`config.mk`:
```
export PLATFORM = sky130hd
export DESIGN_NAME = bridge_top_flat
export DESIGN_NICKNAME = d
export VERILOG_FILES = /design/src/rtl/bridge_top_if.sv /design/src/rtl/bridge_top.sv /design/src/flat_wrapper.sv
export SDC_FILE = /design/constraint.sdc
export NUM_CORES = 1
export LEC_CHECK = 0
export CORE_ASPECT_RATIO = 0.5
export CORE_MARGIN = 3
export CORE_UTILIZATION = 35
export CTS_CLUSTER_DIAMETER = 80
export DETAILED_ROUTE_END_ITERATION = 10
export GPL_TIMING_DRIVEN = 1
export PLACE_DENSITY = 0.89
export SLEW_MARGIN = 10
export SYNTH_ARGS = -nofsm -noshare
export SYNTH_HDL_FRONTEND = slang
export SYNTH_SLANG_ARGS = --single-unit
```
`constraint.sdc`:
```
create_clock -name Hclk -period 1.9 [get_ports Hclk]
set_input_delay 0.38 -clock Hclk [delete_from_list [all_inputs] [get_ports Hclk]]
set_output_delay 0.38 -clock Hclk [all_outputs]
set_load 0.01 [all_outputs]
```
`src/rtl/bridge_top_if.sv`:
```
// AHB-Lite slave / APB master signal bundle seen by bridge_top.
// slave: the bridge's view; master: the view of the AHB master and APB peripherals around it.
interface bridge_top_if #(
  parameter int unsigned ADDR_WIDTH = 32,
  parameter int unsigned DATA_WIDTH = 32
);
  logic                  Hwrite;
  logic                  Hreadyin;
  logic [1:0]            Htrans;
  logic [2:0]            Hsize;
  logic [2:0]            Hburst;
  logic [DATA_WIDTH-1:0] Hwdata;
  logic [ADDR_WIDTH-1:0] Haddr;
  logic [DATA_WIDTH-1:0] Hrdata;
  logic [1:0]            Hresp;
  logic                  Hreadyout;
  logic [DATA_WIDTH-1:0] Prdata;
  logic [DATA_WIDTH-1:0] Pwdata;
  logic [ADDR_WIDTH-1:0] Paddr;
  logic [2:0]            Pselx;
  logic                  Pwrite;
  logic                  Penable;

  modport slave (
    input  Hwrite, Hreadyin, Htrans, Hsize, Hburst, Hwdata, Haddr, Prdata,
    output Hrdata, Hresp, Hreadyout, Pwdata, Paddr, Pselx, Pwrite, Penable
  );

  modport master (
    output Hwrite, Hreadyin, Htrans, Hsize, Hburst, Hwdata, Haddr, Prdata,
    input  Hrdata, Hresp, Hreadyout, Pwdata, Paddr, Pselx, Pwrite, Penable
  );
endinterface

```
`src/rtl/bridge_top.sv`:
```
// Single-clock AHB-Lite slave to APB master bridge for three peripherals.
// Optional BRIDGE_COV_EN adds transfer counters (cov_inst) and display_coverage().
module bridge_top #(
  parameter int unsigned ADDR_WIDTH = 32,
  parameter int unsigned DATA_WIDTH = 32
) (
  input logic          Hclk,
  input logic          Hresetn,
  bridge_top_if.slave  bus
);

  typedef enum logic [1:0] {StIdle, StWwait, StSetup, StEnable} state_e;

  state_e                state_q, state_d;
  logic [ADDR_WIDTH-1:0] paddr_q, paddr_d;
  logic [DATA_WIDTH-1:0] pwdata_q, pwdata_d;
  logic                  pwrite_q, pwrite_d;
  logic [2:0]            sel_q, sel_d;

  logic [5:0] addr_hi;
  logic       in_range;
  logic       valid;
  logic [2:0] decode;

  // Bridge window is 0x8000_0000..0x8BFF_FFFF; bits [27:26] pick the peripheral.
  always_comb begin
    addr_hi  = bus.Haddr[ADDR_WIDTH-1 -: 6];
    in_range = (addr_hi[5:2] == 4'h8) && (addr_hi[1:0] != 2'b11);
    valid    = bus.Hreadyin & bus.Htrans[1] & in_range;
    unique case (addr_hi[1:0])
      2'b00:   decode = 3'b001;
      2'b01:   decode = 3'b010;
      2'b10:   decode = 3'b100;
      default: decode = 3'b000;
    endcase
  end

  always_ff @(posedge Hclk or negedge Hresetn) begin
    if (!Hresetn) begin
      state_q  <= StIdle;
      paddr_q  <= '0;
      pwdata_q <= '0;
      pwrite_q <= 1'b0;
      sel_q    <= 3'b000;
    end else begin
      state_q  <= state_d;
      paddr_q  <= paddr_d;
      pwdata_q <= pwdata_d;
      pwrite_q <= pwrite_d;
      sel_q    <= sel_d;
    end
  end

  always_comb begin
    state_d  = state_q;
    paddr_d  = paddr_q;
    pwdata_d = pwdata_q;
    pwrite_d = pwrite_q;
    sel_d    = sel_q;
    unique case (state_q)
      // ENABLE doubles as an address-phase slot so back-to-back beats need no bubble.
      StIdle, StEnable: begin
        if (valid) begin
          paddr_d  = bus.Haddr;
          pwrite_d = bus.Hwrite;
          sel_d    = decode;
          state_d  = bus.Hwrite ? StWwait : StSetup;
        end else begin
          state_d  = StIdle;
        end
      end
      StWwait: begin
        pwdata_d = bus.Hwdata;
        state_d  = StSetup;
      end
      StSetup: state_d = StEnable;
      default: state_d = StIdle;
    endcase
  end

  always_comb begin
    bus.Hreadyout = 1'b1;
    bus.Hresp     = 2'b00;
    bus.Hrdata    = '0;
    bus.Pselx     = 3'b000;
    bus.Penable   = 1'b0;
    bus.Paddr     = paddr_q;
    bus.Pwrite    = pwrite_q;
    bus.Pwdata    = pwdata_q;
    unique case (state_q)
      StIdle:  bus.Hreadyout = 1'b1;
      StWwait: bus.Hreadyout = 1'b0;
      StSetup: begin
        bus.Hreadyout = 1'b0;
        bus.Pselx     = sel_q;
      end
      StEnable: begin
        bus.Pselx   = sel_q;
        bus.Penable = 1'b1;
        if (!pwrite_q) bus.Hrdata = bus.Prdata;
      end
      default: bus.Hreadyout = 1'b1;
    endcase
  end

  // Size and burst type do not affect a 32-bit single-beat conversion.
  logic unused_ok;
  assign unused_ok = ^{bus.Hsize, bus.Hburst, bus.Htrans[0]};

`ifdef BRIDGE_COV_EN
  logic accept;
  assign accept = valid & ((state_q == StIdle) | (state_q == StEnable));

  if (1) begin : cov_inst
    logic [31:0] reads_q, reads_d, writes_q, writes_d, b2b_q, b2b_d;
    logic [31:0] sel_cnt_q [3];
    logic [31:0] sel_cnt_d [3];

    always_comb begin
      reads_d  = reads_q + {31'd0, accept & ~bus.Hwrite};
      writes_d = writes_q + {31'd0, accept & bus.Hwrite};
      b2b_d    = b2b_q + {31'd0, accept & (state_q == StEnable)};
      for (int i = 0; i < 3; i++) sel_cnt_d[i] = sel_cnt_q[i] + {31'd0, accept & decode[i]};
    end

    always_ff @(posedge Hclk or negedge Hresetn) begin
      if (!Hresetn) begin
        reads_q  <= '0;
        writes_q <= '0;
        b2b_q    <= '0;
        for (int i = 0; i < 3; i++) sel_cnt_q[i] <= '0;
      end else begin
        reads_q  <= reads_d;
        writes_q <= writes_d;
        b2b_q    <= b2b_d;
        for (int i = 0; i < 3; i++) sel_cnt_q[i] <= sel_cnt_d[i];
      end
    end
  end

  task automatic display_coverage();
    $display("bridge cov: reads=%0d writes=%0d sel0=%0d sel1=%0d sel2=%0d b2b=%0d",
             cov_inst.reads_q, cov_inst.writes_q, cov_inst.sel_cnt_q[0],
             cov_inst.sel_cnt_q[1], cov_inst.sel_cnt_q[2], cov_inst.b2b_q);
  endtask
`endif

endmodule

```
`src/flat_wrapper.sv`:
```
// flat-port wrapper written by rule: the top's interface ports become plain ports
module bridge_top_flat 
#(
  parameter int unsigned ADDR_WIDTH = 32,
  parameter int unsigned DATA_WIDTH = 32
)
  (Hclk, Hresetn, bus_Hwrite, bus_Hreadyin, bus_Htrans, bus_Hsize, bus_Hburst, bus_Hwdata, bus_Haddr, bus_Prdata, bus_Hrdata, bus_Hresp, bus_Hreadyout, bus_Pwdata, bus_Paddr, bus_Pselx, bus_Pwrite, bus_Penable);
  bridge_top_if #(.ADDR_WIDTH(ADDR_WIDTH), .DATA_WIDTH(DATA_WIDTH)) bus_i ();
  input logic Hclk;
  input logic Hresetn;
  input wire logic [$bits(bus_i.Hwrite)-1:0] bus_Hwrite;
  input wire logic [$bits(bus_i.Hreadyin)-1:0] bus_Hreadyin;
  input wire logic [$bits(bus_i.Htrans)-1:0] bus_Htrans;
  input wire logic [$bits(bus_i.Hsize)-1:0] bus_Hsize;
  input wire logic [$bits(bus_i.Hburst)-1:0] bus_Hburst;
  input wire logic [$bits(bus_i.Hwdata)-1:0] bus_Hwdata;
  input wire logic [$bits(bus_i.Haddr)-1:0] bus_Haddr;
  input wire logic [$bits(bus_i.Prdata)-1:0] bus_Prdata;
  output wire logic [$bits(bus_i.Hrdata)-1:0] bus_Hrdata;
  output wire logic [$bits(bus_i.Hresp)-1:0] bus_Hresp;
  output wire logic [$bits(bus_i.Hreadyout)-1:0] bus_Hreadyout;
  output wire logic [$bits(bus_i.Pwdata)-1:0] bus_Pwdata;
  output wire logic [$bits(bus_i.Paddr)-1:0] bus_Paddr;
  output wire logic [$bits(bus_i.Pselx)-1:0] bus_Pselx;
  output wire logic [$bits(bus_i.Pwrite)-1:0] bus_Pwrite;
  output wire logic [$bits(bus_i.Penable)-1:0] bus_Penable;
  assign bus_i.Hwrite = bus_Hwrite;
  assign bus_i.Hreadyin = bus_Hreadyin;
  assign bus_i.Htrans = bus_Htrans;
  assign bus_i.Hsize = bus_Hsize;
  assign bus_i.Hburst = bus_Hburst;
  assign bus_i.Hwdata = bus_Hwdata;
  assign bus_i.Haddr = bus_Haddr;
  assign bus_i.Prdata = bus_Prdata;
  assign bus_Hrdata = bus_i.Hrdata;
  assign bus_Hresp = bus_i.Hresp;
  assign bus_Hreadyout = bus_i.Hreadyout;
  assign bus_Pwdata = bus_i.Pwdata;
  assign bus_Paddr = bus_i.Paddr;
  assign bus_Pselx = bus_i.Pselx;
  assign bus_Pwrite = bus_i.Pwrite;
  assign bus_Penable = bus_i.Penable;
  bridge_top #(.ADDR_WIDTH(ADDR_WIDTH), .DATA_WIDTH(DATA_WIDTH)) u_core (.Hclk(Hclk), .Hresetn(Hresetn), .bus(bus_i));
endmodule
```
## Word level (Yosys, flattened, before mapping)

Cells that the tools add are included.

| operators by class | value |
|---|---|
| bitwise logic cells | 2 |
| reduce and logical (&&, ||, !) cells | 7 |
| multiplexer cells | 9 |
| equality and inequality tests | 7 |

Operators by type and width:

| operator | count |
|---|---|
| 32-bit 2-to-1 mux | 2 |
| 3-bit one-hot mux with 3 select lines | 1 |
| 2-bit equality test, second input constant | 3 |
| 2-bit one-hot mux with 3 select lines | 1 |
| 2-bit OR reduction | 3 |
| 2-bit by 1-bit equality test with 1-bit output, second input constant | 2 |
| 4-bit equality test, second input constant | 1 |
| 2-bit zero test | 2 |
| 2-bit 2-to-1 mux | 2 |
| 3-bit 2-to-1 mux | 1 |
| 1-bit AND | 2 |
| 1-bit 2-to-1 mux | 2 |
| 2-bit != test, second input constant | 1 |
| 2-bit AND reduction | 1 |
| 1-bit logical AND | 1 |

| storage, ports and cells | value |
|---|---|
| output and inout bits | 104 |
| bits of input ports | 108 |
| register bits after elaboration | 70 |

## Logic depth before layout (Yosys ltp)

| depth | value |
|---|---|
| depth after elaboration | 5 |
| gate-level depth with buffers | 5 |
| depth with buffers taken out | 4 |

## Worst setup path after synthesis

OpenSTA, ideal clock, no wires.

| path | value |
|---|---|
| path kind | register to output |
| start | reg u_core.state_q[0] |
| end | out bus_Hrdata[10] |
| path slack | 300 ps |
| path buffers | 1 |
| arrival time | 1220 ps |
| data required time | 1520 ps |
| stages on the path, launching flop included | 5 |
| cell sequence | dfrtp_1 -> ha_1 -> nor2b_1 -> clkbuf_1 -> and2_1 |

| between the ends | value |
|---|---|
| longest elaborated chain between the ends | 2 |

Ends and longest elaborated chain:

| item | RTL line | text |
|---|---|---|
| start, declared | bridge_top.sv:14 | `state_e state_q, state_d;` |
| start signal, assigned | bridge_top.sv:40 | `state_q <= StIdle;` |
| start signal, assigned | bridge_top.sv:46 | `state_q <= state_d;` |
| 2-bit equality test | bridge_top.sv:90 | `unique case (state_q)` |
| 32-bit 2-to-1 mux | bridge_top.sv:90 |  |
| end, declared | flat_wrapper.sv:19 | `output wire logic [$bits(bus_i.Hrdata)-1:0] bus_Hrdata;` |

Every way passes these cells.

## Worst setup path after layout

| path | value |
|---|---|
| start | reg u_core.state_q[1] |
| end | out bus_Hrdata[5] |

Same word-level chain as after synthesis.

==> out/metrics.sh <==
RESULT_OF_THE_RUN='complete, but fails checks'
FAILED_CHECKS='setup timing'
DETAILEDPLACEMENTHPWL_UM=6610
SYN_INST=203
ROUTE.DETAILED.WL_PER_INST_UM=18.3
GP_CONGESTION=0.743
LARGEST_CELLS_BY_AREA_AFTER_SYNTHESIS='dfrtp_1 58%, mux2_2 15%, mux2_4 12%, and2_1 7.2%, ha_1 1.2%'
SETUP_REPAIR_AFTER_GLOBAL_ROUTING_MISSED_ITS_MARGIN='yes'
WORST_R2R_ENDPOINT='u_core.bus.Paddr[1]'
TIMING.REG2REG.WORST_PATH_DEPTH=7
AVGVIACOUNTPERCELL=4.50
CLOCK_SKEW_NS=0.00768
CELLPOWERDENSITY_nW_PER_UM2=1310
SETUP_SLACK_OF_THE_WORST_REGISTER_TO_REGISTER_PATH_NS=0.05
GRT_ANTENNA_BEFORE_REPAIR=0
CORE-AREA_UM2=8200
FINALSETUPVIOLATIONS=24
FIN_CRIT_SH_PCT=102
YOSYSWARNINGS=0
INPUT_OUTPUT_BUFFERS=202
NETLIST.AREA_LEADER.SHARE_PCT=57.9
P_INT_mW=5.33
DETAIL_ROUTE.FIRST_PASS.ITERATIONS=4
FIRST_GLOBAL_VIAS=2751
NUM_ANTENNA_CELLS=0
CAP_VIOL_MAX_COUNT=0
SYNTHESIS.AREA_UM2=3030
DIE_Y_UM=71.8
SYN2LAYOUT_AREA_GROWTH_PCT=88.5
CRITICAL_PATH_REQUIRED_NS=1.52
LAYOUT.CORE_UTILIZATION_PCT=69.6
POST-ROUTE-WORST-SETUP-SLACK_NS=-0.0383
VDD.IR_DROP.WORST_mV=0.753
SEQ_POWER_SHARE_PCT=31.7
OVERFLOW=0
CLK_TRANSITION_REPORTED_PATHS_NS=0.06
COMB_POWER_SHARE_PCT=44.1
FINAL-HOLD-VIOLATION-COUNT=0
MAXIMUM_ROOT_TO_SINK_BUFFER_COUNT=2
GRT_MAX_DEGREE=71
DIEWIDTH_UM=138
DRTANTENNAVIOLNETS=0
TIMING.CRITICAL_PATH.FROM_TYPE='register'
TOP_LEVEL_PORTS=212
CRITICAL_PATH_PEAK_FANOUT=8
VIAS=2428
SYNTH_LARGEST_AREA_CELL='dfrtp_1'
CLOCK_SINKS=70
CRIT_START='u_core.state_q[1]'
TIMING.FINAL.CRIT_PERIOD_NS=1.94
CLK_LATENCY_NS=0.33
NUM-FILL-CELLS=543
TOTAL_NUMBER_OF_H_TREE_LEVELS=3
PLACEMENTROWS=23
FINAL_LAYOUT_SIZE_SUFFIX_GT1_SHARE_PCT=38.6
LAYOUT.NETS=533
GRT_PASS1_WL_UM=15200
HOLD_PATH.CLASS='primary input to async pin'
CTS-BUFFERS-INSERTED=9
GR-USAGE-ALL-LAYERS_PCT=20.6
MAXCLOCKFREQUENCY_MHz=516
DRTITER0DRC=104
POWER.SWITCHING_FRACTION_PCT=28.6
STARTING_DENSITY_PCT=36.9
TRITONCTS='built'
CLKPWRFRAC_PCT=24.2
CRITPATHKIND='register to output port'
POST_DETAILED_ROUTE_DRC_MARKER_COUNT=0
P_LEAK_nW=2.64
POSTROUTEWIRELENGTH_UM=9870
PINS_OVER_SLEW_LIMIT=0
DIEAREA_UM2=9870
POSTSYNTHREGISTERBITS=70
CTS_ROOT_BUFFER='clkbuf_16'
YOSYS_CELL_TYPES=22
FIN_TOTAL_PWR_mW=7.47
SWITCHING_POWER_mW=2.14
CP.ARRIVAL_NS=1.56
ENDPOINT_KIND='output port'
SYNTH_AREA_PER_CELL_UM2=14.9
SYNTH_SEQ_AREA_SHARE_PCT=57.9
WORST_R2R_STARTPOINT='u_core.state_q[1]'
final cells by class:
class	count	area [µm²]	area share, %
inverters	4	15.0	0.263
clock inverters	6	93.8	1.64
multi-input cells	118	1290	22.6
well taps	112	140	2.46
repair buffers	219	2190	38.4
flip-flops and latches	70	1750	30.7
clock buffers	10	229	4.01
synthesized netlist by cell type:
cell type / count
buf_4: 2
mux2_4: 25
o21ai_0: 1
nand2b_1: 1
nor2b_1: 4
nand2_1: 1
o22ai_1: 1
and2_0: 1
dfrtp_1: 70
nand3_1: 1
conb_1: 1
ha_1: 3
buf_2: 1
and2_1: 35
buf_6: 3
nor4b_4: 1
nand4_4: 1
buf_1: 2
clkbuf_1: 4
nor2_1: 2
inv_1: 4
mux2_2: 39
power groups by stage:
stage | sequential [mW] | combinational (mW) | clock (mW)
3_5_place_dp | 2.37 | 3.07 | 0
4_1_cts | 2.37 | 3.23 | 1.85
3_3_place_gp | 2.34 | 3.03 | 0
5_1_grt | 2.45 | 3.48 | 1.91
6_report | 2.37 | 3.29 | 1.81
2_1_floorplan | 2.61 | 0.984 | 0
metrics by stage:
stage               setup TNS, ns  cells  cell area (µm²)  setup slack, ns  hold WS (ns)
finish                     -0.735    539             5710          -0.0383        0.0742
global route                -2.14    539             5710          -0.0928        0.0869
global placement            -4.75    518             5240           -0.110         0.435
floorplan                       0    204             3030            0.300        0.0844
CTS                         -1.42    539             5630          -0.0895        0.0883
detailed placement          -5.66    518             5240           -0.144         0.439
flip-flops by register name, indices dropped and copies added, names as in the netlist:
signal,cells
u_core.bus.Paddr,32
u_core.bus.Pwrite,1
u_core.sel_q,3
u_core.bus.Pwdata,32
u_core.state_q,2
cells in the final DEF (no fill, tap or decap), types with 2 or more instances in the layout:
master	instances
mux2_4	29
inv_6	2
clkdlybuf4s50_1	164
conb_1	2
clkbuf_16	9
and2_4	26
buf_4	9
inv_1	4
nor2b_1	3
mux2_2	35
buf_6	27
dfrtp_1	70
buf_12	3
bufinv_16	2
and2_1	9
ha_2	2
buf_2	12
cells by family after synthesis:
group,after synthesis,synth area share [%]
flops,70,57.9
other cells,1,0.124
compound gates,2,0.372
simple gates,47,10.5
mux,64,26.9
buf+inv,16,3.02
fa+ha+maj,3,1.24
timing repair:
action | 4_1_cts | 5_1_grt
setup buffers | 2 | 2
endpoints found under the setup margin | 37 | 30
hold buffers | 0 | 0
cloned | 3 | 0
pin swaps | 13 | 13
resized for setup | 190 | 24
critical path: stages (launching register included):
cell and delay (ns):
dfrtp_1 0.38, ha_2 0.19, nor2b_4 0.13, buf_6 0.14, buf_8 0.13, and2_4 0.14
buf_6 0.11
routing by layer:
metal / vias up / wire (µm) / global-route usage, % / part of all wire, %
met5: - / 0 / 0 / 0
met4: 0 / 415 / 12.3 / 4.2
met3: 37 / 339 / 4.84 / 3.4
met2: 77 / 5460 / 36.1 / 55
met1: 1195 / 3660 / 22.9 / 37
li1: 1119 / - / - / -
worst max path at each step:
stage,slack [ns],endpoint
6_report,-0.04,bus_Hrdata[5]
3_5_place_dp,-0.14,u_core.bus.Paddr[4]
4_1_cts,-0.09,bus_Hrdata[9]
5_1_grt,-0.09,bus_Hrdata[1]
3_3_place_gp,-0.11,u_core.bus.Paddr[26]
2_1_floorplan,0.30,bus_Hrdata[10]
(Power assumes the default switching activity.)
